==> src/rtl/fp_alu_sequencer_pkg.sv <==
// Shared definitions for the FP ALU command sequencer: opcodes, result
// constants, response flag bit positions and sequencer state encodings.
package fp_alu_sequencer_pkg;

   localparam logic [3:0] OP_ADD = 4'd0;
   localparam logic [3:0] OP_SUB = 4'd1;
   localparam logic [3:0] OP_MUL = 4'd2;
   localparam logic [3:0] OP_DIV = 4'd3;

   localparam logic [31:0] FP_QNAN = 32'h7FC0_0000;

   localparam int unsigned FLG_OVF = 0;
   localparam int unsigned FLG_UNF = 1;
   localparam int unsigned FLG_INV = 2;
   localparam int unsigned FLG_TMO = 3;

   typedef enum logic [2:0] {
      SEQ_IDLE,
      SEQ_ISSUE,
      SEQ_MASK,
      SEQ_WAIT,
      SEQ_RESP
   } seq_state_e;

endpackage

==> src/rtl/fp_alu_sequencer_cmd_fifo.sv <==
// Synchronous command FIFO: power-of-two depth, wrap-around pointers,
// registered occupancy count. Pushes when full and pops when empty are ignored.
module fp_cmd_fifo
   import fp_alu_sequencer_pkg::*;
#(
   parameter int unsigned DEPTH = 4,
   parameter int unsigned W     = 72
) (
   input  logic                     clk,
   input  logic                     reset,
   input  logic                     push,
   input  logic [W-1:0]             wr_data,
   input  logic                     pop,
   output logic [W-1:0]             rd_data,
   output logic [$clog2(DEPTH):0]   count,
   output logic                     full,
   output logic                     empty
);

   localparam int unsigned AW = $clog2(DEPTH);
   localparam int unsigned CW = AW + 1;

   logic [W-1:0]  mem_q [DEPTH];
   logic [W-1:0]  mem_d [DEPTH];
   logic [AW-1:0] wr_ptr_q, wr_ptr_d;
   logic [AW-1:0] rd_ptr_q, rd_ptr_d;
   logic [CW-1:0] count_q, count_d;
   logic          push_ok, pop_ok;

   assign full    = (count_q == CW'(DEPTH));
   assign empty   = (count_q == '0);
   assign count   = count_q;
   assign rd_data = mem_q[rd_ptr_q];
   assign push_ok = push && !full;
   assign pop_ok  = pop && !empty;

   // Next pointer, count and storage contents.
   always_comb begin
      mem_d    = mem_q;
      wr_ptr_d = wr_ptr_q;
      rd_ptr_d = rd_ptr_q;
      if (push_ok) begin
         mem_d[wr_ptr_q] = wr_data;
         wr_ptr_d        = wr_ptr_q + 1'b1;
      end
      if (pop_ok) begin
         rd_ptr_d = rd_ptr_q + 1'b1;
      end
      count_d = count_q + CW'(push_ok) - CW'(pop_ok);
   end

   // Pointer and count registers.
   always_ff @(posedge clk) begin
      if (reset) begin
         wr_ptr_q <= '0;
         rd_ptr_q <= '0;
         count_q  <= '0;
      end else begin
         wr_ptr_q <= wr_ptr_d;
         rd_ptr_q <= rd_ptr_d;
         count_q  <= count_d;
      end
   end

   // Payload storage; contents are only meaningful below count.
   always_ff @(posedge clk) begin
      mem_q <= mem_d;
   end

endmodule

==> src/rtl/fp_alu_sequencer.sv <==
// Issues buffered FP commands to the ALU one at a time, masks stale ALU
// status for one cycle after start, bounds each operation with a timeout
// and returns result/flags/tag on a valid/ready response port.
module fp_alu_sequencer
   import fp_alu_sequencer_pkg::*;
#(
   parameter int unsigned DEPTH          = 4,
   parameter int unsigned TIMEOUT_CYCLES = 64,
   parameter int unsigned TAG_W          = 4
) (
   input  logic                     clk,
   input  logic                     reset,
   input  logic                     cmd_valid,
   output logic                     cmd_ready,
   input  logic [31:0]              cmd_a,
   input  logic [31:0]              cmd_b,
   input  logic [3:0]               cmd_op,
   input  logic [TAG_W-1:0]         cmd_tag,
   output logic                     rsp_valid,
   input  logic                     rsp_ready,
   output logic [31:0]              rsp_result,
   output logic [3:0]               rsp_flags,
   output logic [TAG_W-1:0]         rsp_tag,
   output logic [$clog2(DEPTH):0]   fifo_count,
   output logic [31:0]              alu_operand_a,
   output logic [31:0]              alu_operand_b,
   output logic [3:0]               alu_operation,
   output logic                     alu_start,
   input  logic [31:0]              alu_result,
   input  logic                     alu_done,
   input  logic                     alu_overflow,
   input  logic                     alu_underflow,
   input  logic                     alu_invalid
);

   localparam int unsigned PW = 68 + TAG_W;
   localparam int unsigned TW = $clog2(TIMEOUT_CYCLES + 1);

   seq_state_e       state_q, state_d;
   logic [TW-1:0]    timer_q, timer_d;
   logic [31:0]      opa_q, opa_d, opb_q, opb_d;
   logic [3:0]       op_q, op_d;
   logic [TAG_W-1:0] tag_q, tag_d;
   logic [31:0]      rsp_result_q, rsp_result_d;
   logic [3:0]       rsp_flags_q, rsp_flags_d;
   logic [TAG_W-1:0] rsp_tag_q, rsp_tag_d;

   logic             fifo_full, fifo_empty, pop;
   logic [PW-1:0]    head;
   logic [31:0]      head_a, head_b;
   logic [3:0]       head_op;
   logic [TAG_W-1:0] head_tag;

   fp_cmd_fifo #(
      .DEPTH (DEPTH),
      .W     (PW)
   ) u_fifo (
      .clk     (clk),
      .reset   (reset),
      .push    (cmd_valid),
      .wr_data ({cmd_a, cmd_b, cmd_op, cmd_tag}),
      .pop     (pop),
      .rd_data (head),
      .count   (fifo_count),
      .full    (fifo_full),
      .empty   (fifo_empty)
   );

   assign {head_a, head_b, head_op, head_tag} = head;

   assign cmd_ready     = !fifo_full;
   assign alu_operand_a = opa_q;
   assign alu_operand_b = opb_q;
   assign alu_operation = op_q;
   assign rsp_result    = rsp_result_q;
   assign rsp_flags     = rsp_flags_q;
   assign rsp_tag       = rsp_tag_q;

   // Sequencer next-state, timeout counter, operand/response capture, outputs.
   always_comb begin
      state_d      = state_q;
      timer_d      = timer_q;
      opa_d        = opa_q;
      opb_d        = opb_q;
      op_d         = op_q;
      tag_d        = tag_q;
      rsp_result_d = rsp_result_q;
      rsp_flags_d  = rsp_flags_q;
      rsp_tag_d    = rsp_tag_q;
      pop          = 1'b0;
      alu_start    = 1'b0;
      rsp_valid    = 1'b0;
      unique case (state_q)
         SEQ_IDLE: begin
            if (!fifo_empty) begin
               pop     = 1'b1;
               opa_d   = head_a;
               opb_d   = head_b;
               op_d    = head_op;
               tag_d   = head_tag;
               state_d = SEQ_ISSUE;
            end
         end
         SEQ_ISSUE: begin
            alu_start = 1'b1;
            state_d   = SEQ_MASK;
         end
         SEQ_MASK: begin
            timer_d = '0;
            state_d = SEQ_WAIT;
         end
         SEQ_WAIT: begin
            timer_d = timer_q + 1'b1;
            if (alu_done) begin
               rsp_result_d          = alu_result;
               rsp_flags_d           = '0;
               rsp_flags_d[FLG_OVF]  = alu_overflow;
               rsp_flags_d[FLG_UNF]  = alu_underflow;
               // The ALU only refreshes invalid on divide; otherwise it is stale.
               rsp_flags_d[FLG_INV]  = alu_invalid && (op_q == OP_DIV);
               rsp_tag_d             = tag_q;
               state_d               = SEQ_RESP;
            end else if (timer_d == TW'(TIMEOUT_CYCLES)) begin
               rsp_result_d          = FP_QNAN;
               rsp_flags_d           = '0;
               rsp_flags_d[FLG_TMO]  = 1'b1;
               rsp_flags_d[FLG_INV]  = 1'b1;
               rsp_tag_d             = tag_q;
               state_d               = SEQ_RESP;
            end
         end
         SEQ_RESP: begin
            rsp_valid = 1'b1;
            if (rsp_ready) begin
               state_d = SEQ_IDLE;
            end
         end
         default: state_d = SEQ_IDLE;
      endcase
   end

   // Sequencer state and datapath registers.
   always_ff @(posedge clk) begin
      if (reset) begin
         state_q      <= SEQ_IDLE;
         timer_q      <= '0;
         opa_q        <= '0;
         opb_q        <= '0;
         op_q         <= '0;
         tag_q        <= '0;
         rsp_result_q <= '0;
         rsp_flags_q  <= '0;
         rsp_tag_q    <= '0;
      end else begin
         state_q      <= state_d;
         timer_q      <= timer_d;
         opa_q        <= opa_d;
         opb_q        <= opb_d;
         op_q         <= op_d;
         tag_q        <= tag_d;
         rsp_result_q <= rsp_result_d;
         rsp_flags_q  <= rsp_flags_d;
         rsp_tag_q    <= rsp_tag_d;
      end
   end

endmodule

==> config.mk <==
export PLATFORM = sky130hd
export DESIGN_NAME = fp_alu_sequencer
export DESIGN_NICKNAME = d
export VERILOG_FILES = /design/src/rtl/fp_alu_sequencer_pkg.sv /design/src/rtl/fp_alu_sequencer_cmd_fifo.sv /design/src/rtl/fp_alu_sequencer.sv
export SDC_FILE = /design/constraint.sdc
export NUM_CORES = 1
export LEC_CHECK = 0
export ABC_CLOCK_PERIOD_IN_PS = 2600
export CAP_MARGIN = 20
export CELL_PAD_IN_SITES_DETAIL_PLACEMENT = 0
export CELL_PAD_IN_SITES_GLOBAL_PLACEMENT = 1
export CORE_ASPECT_RATIO = 1.75
export CORE_UTILIZATION = 30
export DETAILED_ROUTE_END_ITERATION = 16
export GPL_TIMING_DRIVEN = 0
export PLACE_DENSITY = 0.66
export SLEW_MARGIN = 10
export SYNTH_ARGS = -nofsm -noshare
export SYNTH_HDL_FRONTEND = slang
export SYNTH_SLANG_ARGS = --single-unit
==> constraint.sdc <==
create_clock -name clk -period 2.6 [get_ports clk]
set_clock_uncertainty 0.05 [all_clocks]
set_input_delay 0.39 -clock clk [delete_from_list [all_inputs] [get_ports clk]]
set_output_delay 0.39 -clock clk [all_outputs]
set_load 0.03 [all_outputs]
==> summary.txt, run 1 <==
Run status
  – Outcome: finished clean

Logic synthesis
  – Syn_nets: 1031
  – Post-Syn Area: 15100 um2
  – Post-synth ARST share: 0%
  – Avg Inst Size Synth: 16.5 um2
  – Synth cell types: between 40 and 50
  – Flops & latches, synth: 417
  – Synth warnings: 0
  – Main synth FF type: edfxtp_1
  – Post-synth EDFFs: 288
  – Seq/Total Area, Yosys: 74.5%
  – Post-Synthesis Cells: 911

Cells and area
  – Nets: 1302
  – Fillers: 4653
  – Fraction of layout cells with a size suffix above 1: about 15%
  – Area of the multi-input gates: 3560 um2
  – Fin util: between 30% and 40%
  – Sequential standard cell area: 11200 um2
  – Most frequent cells in the layout: edfxtp_1 (288), clkdlybuf4s50_1 (223), nand2_1 (161), dfxtp_1 (126), a21oi_1 (85)
  – Commonest non-fill, non-tap cell in the layout: edfxtp_1
  – Fin area: 19600 um2
  – Layout overhead on the synthesized area: 29.9%

Critical path
  – Crit path DAT: roughly 2800 ps
  – Critical Path Start Type: register
  – Crit path max fanout: 12
  – Crit. End Element: register
  – CP Class: reg2reg
  – Critical Path Source: state_q[1]
  – CP Data Required Time: 2950 ps
  – Worst r2r src: state_q[1]

STA
  – Worst slew pin tran: around 970 ps
  – Hold Slack: ~400 ps
  – Fmax: ~0.40 GHz
  – Post-layout min period: 2500 ps
  – Final setup violation count: 0
  – Unrepaired setup endpoints after global routing: false
  – Fin crit share: 96.0%
  – Final Slew Violations: 0
  – Fin Setup TNS: 0 ps
  – Normalized max-slew margin: 35.4%
  – Final hold viol count: 0

Routing
  – Drt drc: 0
  – WL final: 36800 um
  – Initial drt markers: approximately 380
  – Detailed Routing Iterations Pass 1: 4
  – Post-route ant nets: 0
  – Mean routed wirelength per cell: just under 20 um
  – Via Count: 8582
  – Via density: roughly 4.6

Power
  – Max VDD drop: 0.578 mV
  – Flop pwr share: between 40% and 50%
  – Switching Share: roughly a third
  – Sw Pwr: 6440 uW
  – Pleak: roughly 0.0064 uW
  – PwrDens: 1040 nW/um2
  – Power Internal: 13800 uW
  – Combinational power share: between 20% and 30%
  – Clock network fraction of total power: 28.1%

Global routing
  – First-pass GRT wire length: 54700 um
  – Overflow after GRT: 0
  – Largest net degree at the start of global routing: between 40 and 50
  – Vias in the first global route: 9249
  – Antenna violations before repair: 4
  – GRT Overall Usage: 14.5%

Hold path
  – HP Class: reg2reg
  – Min-Delay Startpoint: alu_operand_b[11]

Die
  – Die ar.: 51200 um2
  – Ports: ~230
  – Initial Util: 30.4%
  – Die Ht: ~300 um
  – Die width: 171 um
  – Rows: 108
  – Core area: about 50000 um2

Clock network
  – Clk buf depth: 3
  – Num CTS Buffers: 41
  – Worst-path clk slew: 60 ps
  – Clock sinks: 417
  – Worst skew pair latency: 540 ps
  – Htree depth: 2
  – CTS Root Cell: clkbuf_16
  – Hold_buf cts: 0
  – TritonCTS clock tree: built

Placement
  – Dpl hpwl: 24200 um
  – Count of buffers from port buffering: 224
  – Final GP Congestion: between 0.7 and 0.8
  – Placed cell areas: 18300 um2

Job
  – Max-cap violations: 0
power by group through the flow:
stage               combinational (uW)  sequential (uW)  clock, uW
floorplan                         2740             9570          0
global placement                  5980             8750          0
detailed placement                6100             8770          0
CTS                               6150             8630       5930
global route                      6520             8710       6160
finish                            5970             8600       5710
kinds of logic (layout without fill, tap and decap cells):
family,count (synthesis),in the layout,synth area share (%)
AO/OA/AOI/OAI,137,137,5.96
XOR/XNOR,6,6,0.349
adder cells (fa/ha/maj),8,8,0.714
buffers and inverters,65,368,2.01
flip-flops,417,417,74.5
multiplexers,73,73,10.8
other,0,1,0
AND/OR/NAND/NOR,205,205,5.64
layout make-up:
class / instances / area share [%]
diodes: 1 / 0.0128
multi-input cells: 429 / 18.2
inverters: 10 / 0.217
flip-flops and latches: 417 / 57.4
clock buffers: 55 / 5.71
clock inverters: 20 / 0.843
well taps: 660 / 4.22
plain buffers: 53 / 1.32
repair buffers: 230 / 12.1
worst paths after layout:
check	end	slack, ps	cells after the start
worst min-delay path	alu_operand_b[11]	400	2
worst max-delay path	u_fifo.count[2]	100	10
worst max register to register	u_fifo.count[2]	100	10
worst min register to register	alu_operand_b[11]	400	2
per-layer routing:
layer | GRT usage (%) | wire (um) | vias to the layer above
li1 | - | - | 4018
met1 | 14.9 | 13300 | 4256
met2 | 27.8 | 20200 | 227
met3 | 3.14 | 2090 | 75
met4 | 5.55 | 1170 | 6
met5 | 0 | 38 | -
flip-flops by register name, indices dropped and copies added (netlist names):
name / flops
u_fifo.mem_q: 288
alu_operand_a: 32
tag_q: 4
u_fifo.count: 3
u_fifo.rd_ptr_q: 2
rsp_result: 32
rsp_flags: 4
u_fifo.wr_ptr_q: 2
state_q: 3
alu_operation: 4
rsp_tag: 4
timer_q: 7
alu_operand_b: 32
stage by stage:
stage	power [uW]	std cells	setup slack (ps)
floorplan	12300	911	2.47
global placement	14700	1795	-728
detailed placement	14900	1799	-765
CTS	20700	1873	11.7
global route	21400	1875	5.53
finish	20300	1875	104
cell usage after synthesis (2+ instances only):
master    instances  area [um2]
and2_1            2        12.5
buf_2            14        70.1
edfxtp_1        288        8650
o21ai_0           6        30.0
a31oi_1           2        12.5
mux4_2           72        1620
ha_1              7        87.6
nor2b_1           4        25.0
o221a_1           4        45.0
inv_1             9        33.8
and3_1            4        25.0
clkbuf_1         33         124
a31o_1            4        35.0
or4_1             2        15.0
dfxtp_1         129        2580
xnor2_1           5        43.8
a22o_1           25         219
a21oi_1          85         425
buf_4             6        45.0
nor3_1            3        15.0
o221a_2           6        67.6
nand2_1         161         604
nor3b_1           2        15.0
nand3_1           5        25.0
nor2_1           13        48.8
critical path: stages (launching register included):
cell      delay, ps
dfxtp_1         300
clkbuf_2        160
or4_4           560
inv_6           140
ha_1            130
inv_1            40
ha_1            200
fa_1            380
xnor2_1         200
xnor2_1         140
nor2_1           60
repair_timing:
action / CTS / global route
endpoints found under the setup margin: 55 / 2
pin swaps: 1 / 1
resized for setup: 5 / 1
setup buffers: 1 / 1
No activity file was read; power rests on OpenSTA's default activity.
==> run 2: changes to the inputs <==
--- a/config.mk
+++ b/config.mk
@@ -10,10 +10,10 @@
 export CELL_PAD_IN_SITES_DETAIL_PLACEMENT = 0
 export CELL_PAD_IN_SITES_GLOBAL_PLACEMENT = 1
 export CORE_ASPECT_RATIO = 1.75
-export CORE_UTILIZATION = 30
+export CORE_UTILIZATION = 41
 export DETAILED_ROUTE_END_ITERATION = 16
 export GPL_TIMING_DRIVEN = 0
-export PLACE_DENSITY = 0.66
+export PLACE_DENSITY = 0.83
 export SLEW_MARGIN = 10
 export SYNTH_ARGS = -nofsm -noshare
 export SYNTH_HDL_FRONTEND = slang
==> run 2 against run 1 <==
Net effect: routed wire length fell by 11%; non-clock buffer count fell by 1; first-iteration DRC count rose by 6.5%; global-route usage rose by 3.4 points; sequential power rose by 0.5%; register-to-register slack improved by 60 ps; clock-buffer cell count fell by 2.
==> summary.txt, run 2 (synthesized netlist as in run 1, its figures left out) <==
Cells and area
  – Largest register FFs: 288 (unchanged)
  – Commonest non-fill, non-tap cell in the layout: edfxtp_1
  – Fraction of layout cells with a size suffix above 1: 15.0% (+0.23 points)
  – Largest reg by FF count: u_fifo.mem_q
  – Most frequent cells in the layout: edfxtp_1 (288), clkdlybuf4s50_1 (222), nand2_1 (161), dfxtp_1 (126), a21oi_1 (85)
  – Layout overhead on the synthesized area: 28.8%
  – Sequential standard cell area: 11200 um2 (unchanged)
  – Fin area: 19400 um2 (-0.85%)
  – Nets: 1299 (-0.23%)
  – Area of the multi-input gates: 3560 um2 (unchanged)
  – Fillers: 2957 (-36%)

Clock network
  – TritonCTS clock tree: built
  – Num CTS Buffers: 39 (-4.9%)
  – CTS Root Cell: clkbuf_16
  – Clock sinks: 417 (unchanged)
  – Worst skew pair latency: 530 ps (about the same)
  – Clk buf depth: 3 (unchanged)
  – Htree depth: 2 (unchanged)
  – Worst-path clk slew: 60 ps (about the same)

Power
  – Power Internal: 14200 uW (+2.5%)
  – PwrDens: 1050 nW/um2 (+1.5%)
  – Combinational power share: 28.4% (-1.0 points)
  – Sw Pwr: 6220 uW (-3.5%)
  – Flop pwr share: 42.3% (about the same)
  – Pleak: 0.00645 uW (+0.36%)
  – Clock network fraction of total power: 29.3% (+1.2 points)
  – Max VDD drop: 0.669 mV (+16%)
  – Switching Share: 30.5% (-1.3 points)

Placement
  – Dpl hpwl: 21800 um (-10%)
  – Count of buffers from port buffering: 224 (unchanged)
  – Placed cell areas: 18000 um2 (-1.4%)
  – Setup WS pre-CTS: -617 ps (+148 ps)
  – Final GP Congestion: 0.786 (+4.8%)

Critical path
  – CP Class: reg2reg
  – Crit-path leading delay family: adder cells
  – Crit-path max cell delay: 590 ps (+30 ps)
  – CP Cell Sequence: or4_4 -> inv_6 -> ha_1 -> inv_1 -> ha_1 -> fa_1 -> xnor2_1 -> xnor2_1 -> nor2_1
  – Slowest-stage cell, CP: or4_4
  – Critical Path Start Type: register
  – Crit path max fanout: 12 (unchanged)
  – Buf+Inv Stages, Crit Path: 2 (-1)
  – CP Data Required Time: 2950 ps (about the same)
  – Crit path DAT: 2780 ps (-60 ps)
  – Crit. End Element: register

Die
  – Die Ht: 256 um (-14%)
  – Core area: 36100 um2 (-27%)
  – Die width: 147 um (-14%)
  – Rows: 92 (-15%)
  – Ports: 226 (unchanged)
  – Die ar.: 37600 um2 (-27%)
  – Initial Util: 41.7% (+11 points)

STA
  – Final setup violation count: 0 (unchanged)
  – Final hold viol count: 0 (unchanged)
  – Final Slew Violations: 0 (unchanged)
  – Worst setup margin: 168 ps (+64.6 ps)
  – Worst slew pin tran: 809 ps (-161 ps)
  – Hold Slack: 407 ps (+5.68 ps)
  – Fin Setup TNS: 0 ps (unchanged)
  – Unrepaired setup endpoints after global routing: false
  – Fmax: 0.411 GHz (+2.7%)
  – Post-layout min period: 2430 ps (-64.6 ps)
  – Fin crit share: 93.5% (-2.5 points)
  – Normalized max-slew margin: 46.1% (+11 points)

Global routing
  – Vias in the first global route: 9082 (-1.8%)
  – GRT Overall Usage: 17.9% (+3.4 points)
  – Overflow after GRT: 0 (unchanged)
  – First-pass GRT wire length: 51300 um (-6.3%)
  – Largest net degree at the start of global routing: 44 (+2.3%)
  – Antenna violations before repair: 6 (+2)

Run status
  – Outcome: finished clean

Routing
  – Post-route met1 wirelength: 12300 um (-7.4%)
  – Initial drt markers: 409 (+6.5%)
  – Via Count: 8579 (-0.035%)
  – Drt drc: 0 (unchanged)
  – Post-route ant nets: 0 (unchanged)
  – Highest metal used: met5
  – Met2 routed WL: 18100 um (-10%)
  – Detailed Routing Iterations Pass 1: 5 (+1)
  – Metal3 WL: 1590 um (-24%)
  – Mean routed wirelength per cell: 19.6 um (-0.35%)
  – Via density: 5.09 (+11%)
  – WL final: 32900 um (-11%)

Hold path
  – HP Class: reg2reg

Job
  – Max-cap violations: 0 (unchanged)
-- run 2: cell types whose count changed in the layout (fill, tap and decap cells not counted), sizes merged --
cell	previous run	this run
diode	1	5
clkinv	13	7
bufinv	2	6
dlygate4sd2	0	1
clkbuf	87	84
inv	14	11
clkinvlp	1	4
clkdlybuf4s50	223	222
-- run 2: final cells by class --
cell class | count | share of cell area, %
sequential | 417 | 57.9
timing repair buffer | 230 | 12.1
antenna | 5 | 0.0644
inverter | 10 | 0.219
clock buffer | 53 | 5.72
tap | 470 | 3.03
buffer | 52 | 1.31
multi-input combinational | 429 | 18.4
clock inverter | 18 | 1.30
-- run 2: repair_timing --
item	4_1_cts	5_1_grt
resized for setup	4	2
setup buffers	1	0
pin swaps	1	0
hold buffers	0	0
endpoints found under the setup margin	4	2
-- run 2: worst register-to-register path: stages, from the launching register on --
cell	delay [ps]
dfxtp_1	380
or4_4	590
inv_6	140
ha_1	140
inv_1	40
ha_1	190
fa_1	380
xnor2_1	190
xnor2_1	130
nor2_1	60
-- run 2: stage by stage --
step / util (%) / power, uW / std cells
after floorplan: - / 12300 / 911
after global placement: 49.6 / 14500 / 1605
after detailed placement: 49.9 / 14600 / 1609
after CTS: 53.6 / 20700 / 1679
after global routing: 53.7 / 21400 / 1683
final: 53.7 / 20400 / 1684
-- run 2: worst paths after layout --
check	from	endpoint	slack, ps	depth (start not counted)
worst min register to register	alu_operand_b[17]	alu_operand_b[17]	410	2
worst max register to register	state_q[1]	u_fifo.count[2]	170	9
worst max-delay path	state_q[1]	u_fifo.count[2]	170	9
worst min-delay path	alu_operand_b[17]	alu_operand_b[17]	410	2
-- run 2: power by group through the flow --
stage / Combinational [uW] / Clock, uW / Sequential (uW)
final: 5790 / 5980 / 8640
after global routing: 6250 / 6400 / 8730
after CTS: 5910 / 6140 / 8640
after detailed placement: 5870 / 0 / 8770
after global placement: 5760 / 0 / 8750
after floorplan: 2740 / 0 / 9570
-- run 2: per-layer routing --
layer | up-vias | track usage [%]
li1 | 3999 | -
met5 | - | 0
met3 | 54 | 3.39
met1 | 4288 | 19.3
met2 | 236 | 33.8
met4 | 2 | 7.45
==> run 3: changes to the inputs <==
--- a/config.mk
+++ b/config.mk
@@ -10,10 +10,10 @@
 export CELL_PAD_IN_SITES_DETAIL_PLACEMENT = 0
 export CELL_PAD_IN_SITES_GLOBAL_PLACEMENT = 1
 export CORE_ASPECT_RATIO = 1.75
-export CORE_UTILIZATION = 41
+export CORE_UTILIZATION = 35
 export DETAILED_ROUTE_END_ITERATION = 16
 export GPL_TIMING_DRIVEN = 0
-export PLACE_DENSITY = 0.83
+export PLACE_DENSITY = 0.73
 export SLEW_MARGIN = 10
 export SYNTH_ARGS = -nofsm -noshare
 export SYNTH_HDL_FRONTEND = slang
==> run 3 against run 2 <==
Net effect: utilization decreased by 7.6 points; power increased by 2.1%; largest power group unchanged; non-clock buffer count decreased by 1; combinational power increased by 2%.
==> summary.txt, run 3 (synthesized netlist as in run 1, its figures left out) <==
Critical path
  – R2R setup slack: 140 ps (-20 ps)
  – Crit. End Element: register
  – CP Data Required Time: 2950 ps (about the same)
  – R2R Path End: u_fifo.count[2]
  – Worst r2r src: state_q[2]
  – CP Cell Sequence: or4_4 -> inv_8 -> ha_1 -> inv_1 -> ha_1 -> fa_1 -> xnor2_2 -> xnor2_1 -> nor2_1
  – Crit path max fanout: 12 (unchanged)
  – Slowest-stage cell, CP: or4_4
  – Crit path top cell by count: ha_1
  – Critical Path Start Type: register
  – Crit path DAT: 2800 ps (+20 ps)
  – CP Class: reg2reg
  – Crit-path max cell delay: 630 ps (+40 ps)
  – R2r worst-path depth: 9 (unchanged)

Cells and area
  – Nets: 1299 (unchanged)
  – Commonest non-fill, non-tap cell in the layout: edfxtp_1
  – # diodes: 0 (-5)
  – Largest reg by FF count: u_fifo.mem_q
  – Most frequent cells in the layout: edfxtp_1 (288), clkdlybuf4s50_1 (223), nand2_1 (161), dfxtp_1 (126), a21oi_1 (85)
  – Largest register FFs: 288 (unchanged)
  – Layout overhead on the synthesized area: 30.1%
  – Fraction of layout cells with a size suffix above 1: 15.3% (+0.31 points)

Run status
  – Outcome: finished clean

Global routing
  – Antenna violations before repair: 3 (-3)
  – Overflow after GRT: 0 (unchanged)
  – Largest net degree at the start of global routing: 44 (unchanged)
  – Vias in the first global route: 9096 (+0.15%)
  – First-pass GRT wire length: 53600 um (+4.6%)
  – GRT Overall Usage: 16.1% (-1.8 points)

Die
  – Die Ht: 277 um (+8.2%)
  – Initial Util: 35.4% (-6.3 points)
  – Die width: 159 um (+8.1%)
  – Ports: 226 (unchanged)
  – Core area: 42500 um2 (+18%)
  – Die ar.: 43900 um2 (+17%)
  – Rows: 100 (+8.7%)

Clock network
  – Worst-path clk slew: 60 ps (about the same)
  – Clk buf depth: 3 (unchanged)
  – Clock sinks: 417 (unchanged)
  – Worst skew pair latency: 550 ps (+20 ps)
  – CTS Root Cell: clkbuf_16
  – TritonCTS clock tree: built
  – Htree depth: 2 (unchanged)
  – Num CTS Buffers: 40 (+2.6%)

STA
  – Final setup violation count: 0 (unchanged)
  – Post-layout min period: 2460 ps (+24.6 ps)
  – Final Slew Violations: 0 (unchanged)
  – Fin crit share: 94.5% (+0.95 points)
  – Normalized max-slew margin: 35.7% (-10 points)
  – Fin Setup TNS: 0 ps (unchanged)
  – Fmax: 0.407 GHz (-1.0%)
  – Worst slew pin tran: 964 ps (+155 ps)
  – Unrepaired setup endpoints after global routing: false
  – Final hold viol count: 0 (unchanged)

Routing
  – Drt drc: 0 (unchanged)
  – Via Count: 8552 (-0.31%)
  – Mean routed wirelength per cell: 19.6 um (+0.18%)
  – Initial drt markers: 397 (-2.9%)
  – WL final: 34700 um (+5.4%)
  – Detailed Routing Iterations Pass 1: 4 (-1)
  – Via density: 4.83 (-5.3%)
  – Post-route ant nets: 0 (unchanged)

Hold path
  – HP Class: reg2reg
  – Min-Delay Startpoint: alu_operand_a[25]
  – Hold depth: 2 (unchanged)
  – Worst Hold End: alu_operand_a[25]

Power
  – Pleak: 0.00649 uW (+0.63%)
  – Tot Pwr: 20800 uW (+2.1%)
  – Max VDD drop: 0.805 mV (+20%)
  – PwrDens: 1060 nW/um2 (+1.0%)

Placement
  – Dpl hpwl: 22900 um (+5.0%)
  – Count of buffers from port buffering: 224 (unchanged)
  – Final GP Congestion: 0.760 (-3.2%)

Job
  – Max-cap violations: 0 (unchanged)
[run 3: changes by cell type in the layout (fill, tap and decap cells not counted), sizes merged]
cell	before	now
buf	27	26
bufinv	6	8
clkbuf	84	82
clkdlybuf4s50	222	223
clkinv	7	8
diode	5	0
dlygate4sd2	1	0
inv	11	13
[run 3: where the power goes]
| group | leakage (uW) | switching (uW) | internal (uW) |
|---|---|---|---|
| Sequential | 0.00369 | 446 | 8170 |
| Combinational | 0.00211 | 3470 | 2420 |
| Clock | 0.000694 | 2500 | 3820 |
[run 3: worst max-delay path by stage]
stage / depth (start not counted) / slack [ps] / to / from
finish: 9 / 140 / u_fifo.count[2] / state_q[2]
global route: 9 / 10 / u_fifo.count[2] / state_q[2]
CTS: 10 / 3 / u_fifo.count[2] / state_q[1]
detailed placement: 12 / -680 / u_fifo.count[2] / u_fifo.count[2]
global placement: 12 / -640 / u_fifo.count[2] / u_fifo.count[2]
floorplan: 12 / 2 / u_fifo.count[2] / u_fifo.count[2]
[run 3: timing repair]
| action | 4_1_cts | 5_1_grt |
|---|---|---|
| pin swaps | 1 | 1 |
| hold buffers | 0 | 0 |
| resized for setup | 5 | 2 |
| setup buffers | 1 | 0 |
| setup endpoints to repair | 4 | 2 |
[run 3: routing by layer]
metal,up-vias,routed length [um],track usage (%)
met2,233,19100,30.8
met3,62,1720,3.15
met4,6,1000,5.97
met1,4251,12900,17.2
li1,4000,-,-
met5,-,38,0
[run 3: layout make-up]
type / count / area (um2)
fill: 3815 / 22900
sequential: 417 / 11200
multi-input combinational: 429 / 3570
timing repair buffer: 229 / 2360
clock buffer: 51 / 1090
tap: 561 / 702
clock inverter: 23 / 354
buffer: 52 / 254
inverter: 10 / 45.0
[run 3: worst max-delay path, delay by kind of cell, from the launching register on]
family | cells | cell delay [ps]
fa+ha+maj | 3 | 740
simple gates | 2 | 680
flops | 1 | 360
xor+xnor | 2 | 310
buf+inv | 2 | 180
[run 3: metrics by stage]
stage	cell area [um2]	setup WS, ps	instances	util, %	hold slack [ps]
after floorplan	15100	2.47	911	-	387
after global placement	18000	-641	1696	42.4	394
after detailed placement	18200	-683	1700	42.7	398
after CTS	19600	3.36	1773	46.1	382
after global routing	19600	13.1	1772	46.1	410
final	19600	144	1772	46.1	406
==> variant 1: new RTL, settings of run 2 <==
The 5 states of `seq_state_e` get a one-hot encoding in 5 bits.
--- a/src/rtl/fp_alu_sequencer_pkg.sv
+++ b/src/rtl/fp_alu_sequencer_pkg.sv
@@ -16,8 +16,8 @@
 
-   typedef enum logic [2:0] {
-      SEQ_IDLE,
-      SEQ_ISSUE,
-      SEQ_MASK,
-      SEQ_WAIT,
-      SEQ_RESP
+   typedef enum logic [4:0] {
+      SEQ_IDLE  = 5'b00001,
+      SEQ_ISSUE = 5'b00010,
+      SEQ_MASK  = 5'b00100,
+      SEQ_WAIT  = 5'b01000,
+      SEQ_RESP  = 5'b10000
    } seq_state_e;
Behaviour: same outputs for any inputs over 4 cycles, from zero or initial values and one cycle with reset high; so few cycles prove little.
==> variant 1 against run 2 <==
Wire length increased by 0.41%. Area after synthesis rose by 1.3%. Worst setup slack worse by 130 ps. First-iteration DRC count is 3.4% higher. Sequential cell count up 2. Power down 1.3%. Largest cell class unchanged. Largest power group unchanged. Design area is 1.0% higher.
==> variant 1: results (changes against run 2) <==
| Metric | Value |
|---|---|
| R2r setup slk | `40 ps (-130 ps)` |
| Layout cells sized above 1 | `0.1510 (+0.001278)` |
| Via count | `8,849 (+3.1%)` |
| PostCTS Resize Cnt | `8 (+4)` |
| Post-synth top cells | `288 x edfxtp_1, 161 x nand2_1, 131 x dfxtp_1` |
| Worst min-delay path category | `primary input to flop` |
| DR iter-0 viols | `423 (+3.4%)` |
| Final Hold Slack | `257.1 ps (-150.1 ps)` |
| Global routing usage on met3 | `0.03333 (-0.0005348)` |
| Wirelength per Cell | `18.97 um (-3.0%)` |
| Adder-cell share of the synthesized area | `0.007049 (-0.00009010)` |
| Post-CTS Setup Repair Bufs | `4 (+3)` |
| Synth top area cells | `edfxtp_1 57%, dfxtp_1 17%, mux4_2 11%` |
| Crit-path slowest cell | `or3_4` |
| Hold endpoint | `u_fifo.count[0]` |
| Pin count of the biggest net entering global routing | `40 (-9.1%)` |
| Mux contribution to synthesized area | `0.1069 (-0.001366)` |
| Detailed placement HPWL | `21.96 mm (+0.84%)` |
| Fmax | `0.3899 GHz (-5.2%)` |
| Post-synthesis sequential area ratio | `0.7383 (-0.006782)` |
| Synth Net Count | `1,085 (+5.2%)` |
| CP Max Fanout | `4 (-8)` |
| GR met1 Demand/Resource | `0.1846 (-0.008177)` |
| Status | `finished, final reports clean` |
| Global-route wire length before repair | `50.71 mm (-1.1%)` |
| Switch Pwr | `6.187 mW (-0.55%)` |
| Met2 GRT Util | `0.3329 (-0.004606)` |
| Crit path DAT | `2910 ps (+130 ps)` |
| Delay of the slowest critical-path stage | `410 ps (-180 ps)` |
| Met1 wire length | `11.95 mm (-3.1%)` |
| Nets | `1,357 (+4.5%)` |
| Fillers | `3,069 (+3.8%)` |
| Critical path endpoint category | `flop` |
| Peak supply drop | `0.6496 mV (-2.9%)` |
| Largest delay share family, worst path | `simple AND/OR/NAND/NOR gates` |
| Vias in the first global route | `9,270 (+2.1%)` |
| Slew Limit Headroom | `0.2963 (-0.1645)` |
| Reg2Reg Depth | `13 (+4)` |
| Synthesized instance count | `965 (+5.9%)` |
| Met3 Wirelength | `1.673 mm (+5.2%)` |
| RD Place Congestion | `0.7428 (-5.5%)` |
| Dpl ws | `-271.2 ps (+346.0 ps)` |
| Num CTS Buffers | `38 (-2.6%)` |
| Finished Layout Cells | `1,744 (+3.6%)` |
| Placed Area | `18,250 um2 (+1.2%)` |
| Leak | `6.424 nW (-0.37%)` |
| Met2 WL | `18.16 mm (+0.25%)` |
variant 1: changes by cell type in the layout (fill, tap and decap cells not counted), sizes merged, moves of 3 or more:
cell / before / now
a22oi: 0 / 27
a31o: 4 / 0
buf: 27 / 31
nor3: 3 / 13
or3: 1 / 4
a22o: 25 / 0
nor2: 14 / 65
o221a: 10 / 0
bufinv: 6 / 3
variant 1: power groups by stage:
stage,Sequential (mW),Clock (mW),Combinational [mW]
5_1_grt,8.69,6.03,6.33
3_5_place_dp,8.75,0,5.81
4_1_cts,8.61,5.81,5.92
3_3_place_gp,8.74,0,5.69
2_1_floorplan,9.53,0,2.74
6_report,8.60,5.66,5.88
variant 1: final cells by class:
type	count	area, um2	share of cell area
antenna	4	10.01	0.0005103
buffer	53	284.0	0.01448
clock buffer	53	1110	0.05658
clock inverter	15	158.9	0.008101
inverter	8	42.54	0.002169
multi-input combinational	484	3752	0.1913
sequential	419	11270	0.5748
tap	475	594.3	0.03030
timing repair buffer	233	2390	0.1218
==> variant 2: new RTL, config.mk and constraints of run 2 <==
Without the edit above. The parameter `TIMEOUT_CYCLES` goes from 64 to 128.
--- a/src/rtl/fp_alu_sequencer.sv
+++ b/src/rtl/fp_alu_sequencer.sv
@@ -7,3 +7,3 @@
    parameter int unsigned DEPTH          = 4,
-   parameter int unsigned TIMEOUT_CYCLES = 64,
+   parameter int unsigned TIMEOUT_CYCLES = 128,
    parameter int unsigned TAG_W          = 4
Behaviour: same outputs for any inputs over 4 cycles, from zero or initial values and one cycle with reset high; that may be too few to reach the edited logic, so the function may still have changed.
==> variant 2 against run 2 <==
Hold slack got worse by 13 ps. Power barely moved. Wire length rose by 1.5%. Sequential cell count rose by 1. Area after synthesis rose by 0.99%. Worst setup slack got worse by 100 ps. Design area rose by 0.92%. Critical endpoint unchanged.
==> variant 2: results (changes against run 2) <==
| Metric | Value |
|---|---|
| Layout cells sized above 1 | `0.1477 (-0.001983)` |
| Via density | `5.141 (+0.92%)` |
| Initial antenna violation count | `5 (-1)` |
| Detailed placement HPWL | `21.90 mm (+0.61%)` |
| Final setup viols | `0 (unchanged)` |
| Largest family of logic cells by synthesized area | `multiplexers` |
| Post-synth top flop | `edfxtp_1` |
| Met3 Wirelength | `1.773 mm (+11%)` |
| Setup crit start | `state_q[1]` |
| RD Place Congestion | `0.7956 (+1.2%)` |
| Dpl ws | `-785.7 ps (-168.6 ps)` |
| Placed cell count | `1,634 (+1.6%)` |
| All-layer global routing usage | `0.1781 (-0.0009871)` |
| CTS clk-pin slew, worst paths | `70 ps` |
| Post-synth EDFFs | `288 (unchanged)` |
| Global-route wire length before repair | `51.21 mm (-0.13%)` |
| Placed Area | `18,200 um2 (+0.96%)` |
| DR pass1 iterations | `7 (+2)` |
| Reg2Reg Depth | `10 (+1)` |
| Synthesized instance count | `931 (+2.2%)` |
| Sw frac | `0.3057 (+0.0008216)` |
| Reg-to-Reg End | `u_fifo.count[2]` |
| Post-synth top cells | `288 x edfxtp_1, 163 x nand2_1, 130 x dfxtp_1` |
| Port Buffers | `224 (unchanged)` |
| Synth Area in XOR/XNOR | `0.003452 (-0.00003410)` |
| Num CTS Buffers | `39 (unchanged)` |
| Skew-Pair Late Insertion Delay | `540 ps` |
| Mux contribution to synthesized area | `0.1087 (+0.0005030)` |
| Nets | `1,322 (+1.8%)` |
| Met2 WL | `18.56 mm (+2.4%)` |
| Vias in the first global route | `9,189 (+1.2%)` |
| Via count | `8,797 (+2.5%)` |
| Synth warn | `0 (unchanged)` |
| Met1 wire length | `12.10 mm (-1.9%)` |
| Distinct cells, synth | `49 (+8.9%)` |
| Fmax | `0.3950 GHz (-3.9%)` |
| Post-synthesis sequential area ratio | `0.7391 (-0.005973)` |
| Clock root buffer master | `clkbuf_16` |
| Register bank with the most flops | `u_fifo.mem_q` |
| Crit path DAT | `2880 ps (+100 ps)` |
| Leak | `6.442 nW (-0.10%)` |
| Synth Net Count | `1,052 (+2.0%)` |
| Compound-cell area share of the yosys netlist | `0.06009 (+0.0004856)` |
| Synth top area cells | `edfxtp_1 57%, dfxtp_1 17%, mux4_2 11%` |
| Max clock buf depth | `3 (unchanged)` |
| Status | `finished, final reports clean` |
| R2r setup slk | `70 ps (-100 ps)` |
| Slew Limit Headroom | `0.3365 (-0.1243)` |
| Wirelength per Cell | `19.55 um (about the same)` |
| GRT Residual Overflow | `0 (unchanged)` |
| Worst min-delay path category | `primary input to flop` |
| Adder-cell share of the synthesized area | `0.007891 (+0.0007521)` |
| CP Max Fanout | `10 (-2)` |
| DR iter-0 viols | `423 (+3.4%)` |
| Pin count of the biggest net entering global routing | `40 (-9.1%)` |
| H-tree levels | `2 (unchanged)` |
| Peak supply drop | `0.6972 mV (+4.2%)` |
[variant 2: through the flow]
stage	power (mW)	hold slack, ps	utilization
floorplan	12.37	386.6	-
detailed placement	14.67	395.3	0.4964
CTS	20.67	381.1	0.5338
global placement	14.52	394.5	0.4930
global route	21.33	406.2	0.5346
finish	20.42	394.2	0.5346
[variant 2: cells by family (layout without fill, tap and decap cells)]
logic type / after synthesis / in the layout
buffers and inverters: 67 / 368
adders and majority gates: 9 / 9
muxes: 75 / 75
xor gates and xnor gates: 6 / 6
AOI/OAI and AO/OA: 136 / 136
other: 0 / 4
DFF: 418 / 418
and+or+nand+nor: 220 / 220
[variant 2: worst min path at each step]
| stage | from | endpoint | slack, ps | cells past startpoint |
|---|---|---|---|---|
| 2_1_floorplan | tag_q[3] | tag_q[3] | 390 | 2 |
| 3_3_place_gp | tag_q[3] | rsp_tag[3] | 390 | 2 |
| 3_5_place_dp | alu_operand_a[18] | alu_operand_a[18] | 400 | 2 |
| 4_1_cts | reset | rsp_tag[0] | 380 | 3 |
| 5_1_grt | alu_underflow | rsp_flags[1] | 410 | 2 |
| 6_report | reset | rsp_tag[0] | 390 | 3 |
[variant 2: worst max-delay path: stages, from the launching register on]
cell and delay, ps:
dfxtp_1 390, or4_4 540, inv_1 120, clkbuf_8 190, ha_1 130, inv_1 40, ha_1 190, fa_1 380
xnor2_1 180, xnor2_1 140, nor2_1 50
[variant 2: cell type report]
class	instances	area (um2)
clock buffer	51	1072
multi-input combinational	446	3702
tap	475	594.3
inverter	14	52.55
timing repair buffer	230	2370
fill	3021	17060
clock inverter	21	280.3
sequential	418	11260
buffer	52	254.0
antenna	4	10.01
[variant 2: per-layer routing]
layer  up-vias  global-route usage
met4         2             0.06787
met3        65             0.03582
met1      4402              0.1868
met2       240              0.3420
met5         -                   0
li1       4088                   -
[variant 2: what timing repair did]
action	CTS	global route
setup buffers	1	1
gates resized for setup	4	4
pin swaps	1	1
endpoints found under the setup margin	11	23
[variant 2: power by group through the flow]
stage | clock (mW) | combinational, mW | sequential, mW
final | 5.96 | 5.83 | 8.63
after global routing | 6.31 | 6.31 | 8.71
after CTS | 6.07 | 5.96 | 8.64
after detailed placement | 0 | 5.89 | 8.77
after global placement | 0 | 5.76 | 8.76
after floorplan | 0 | 2.85 | 9.52
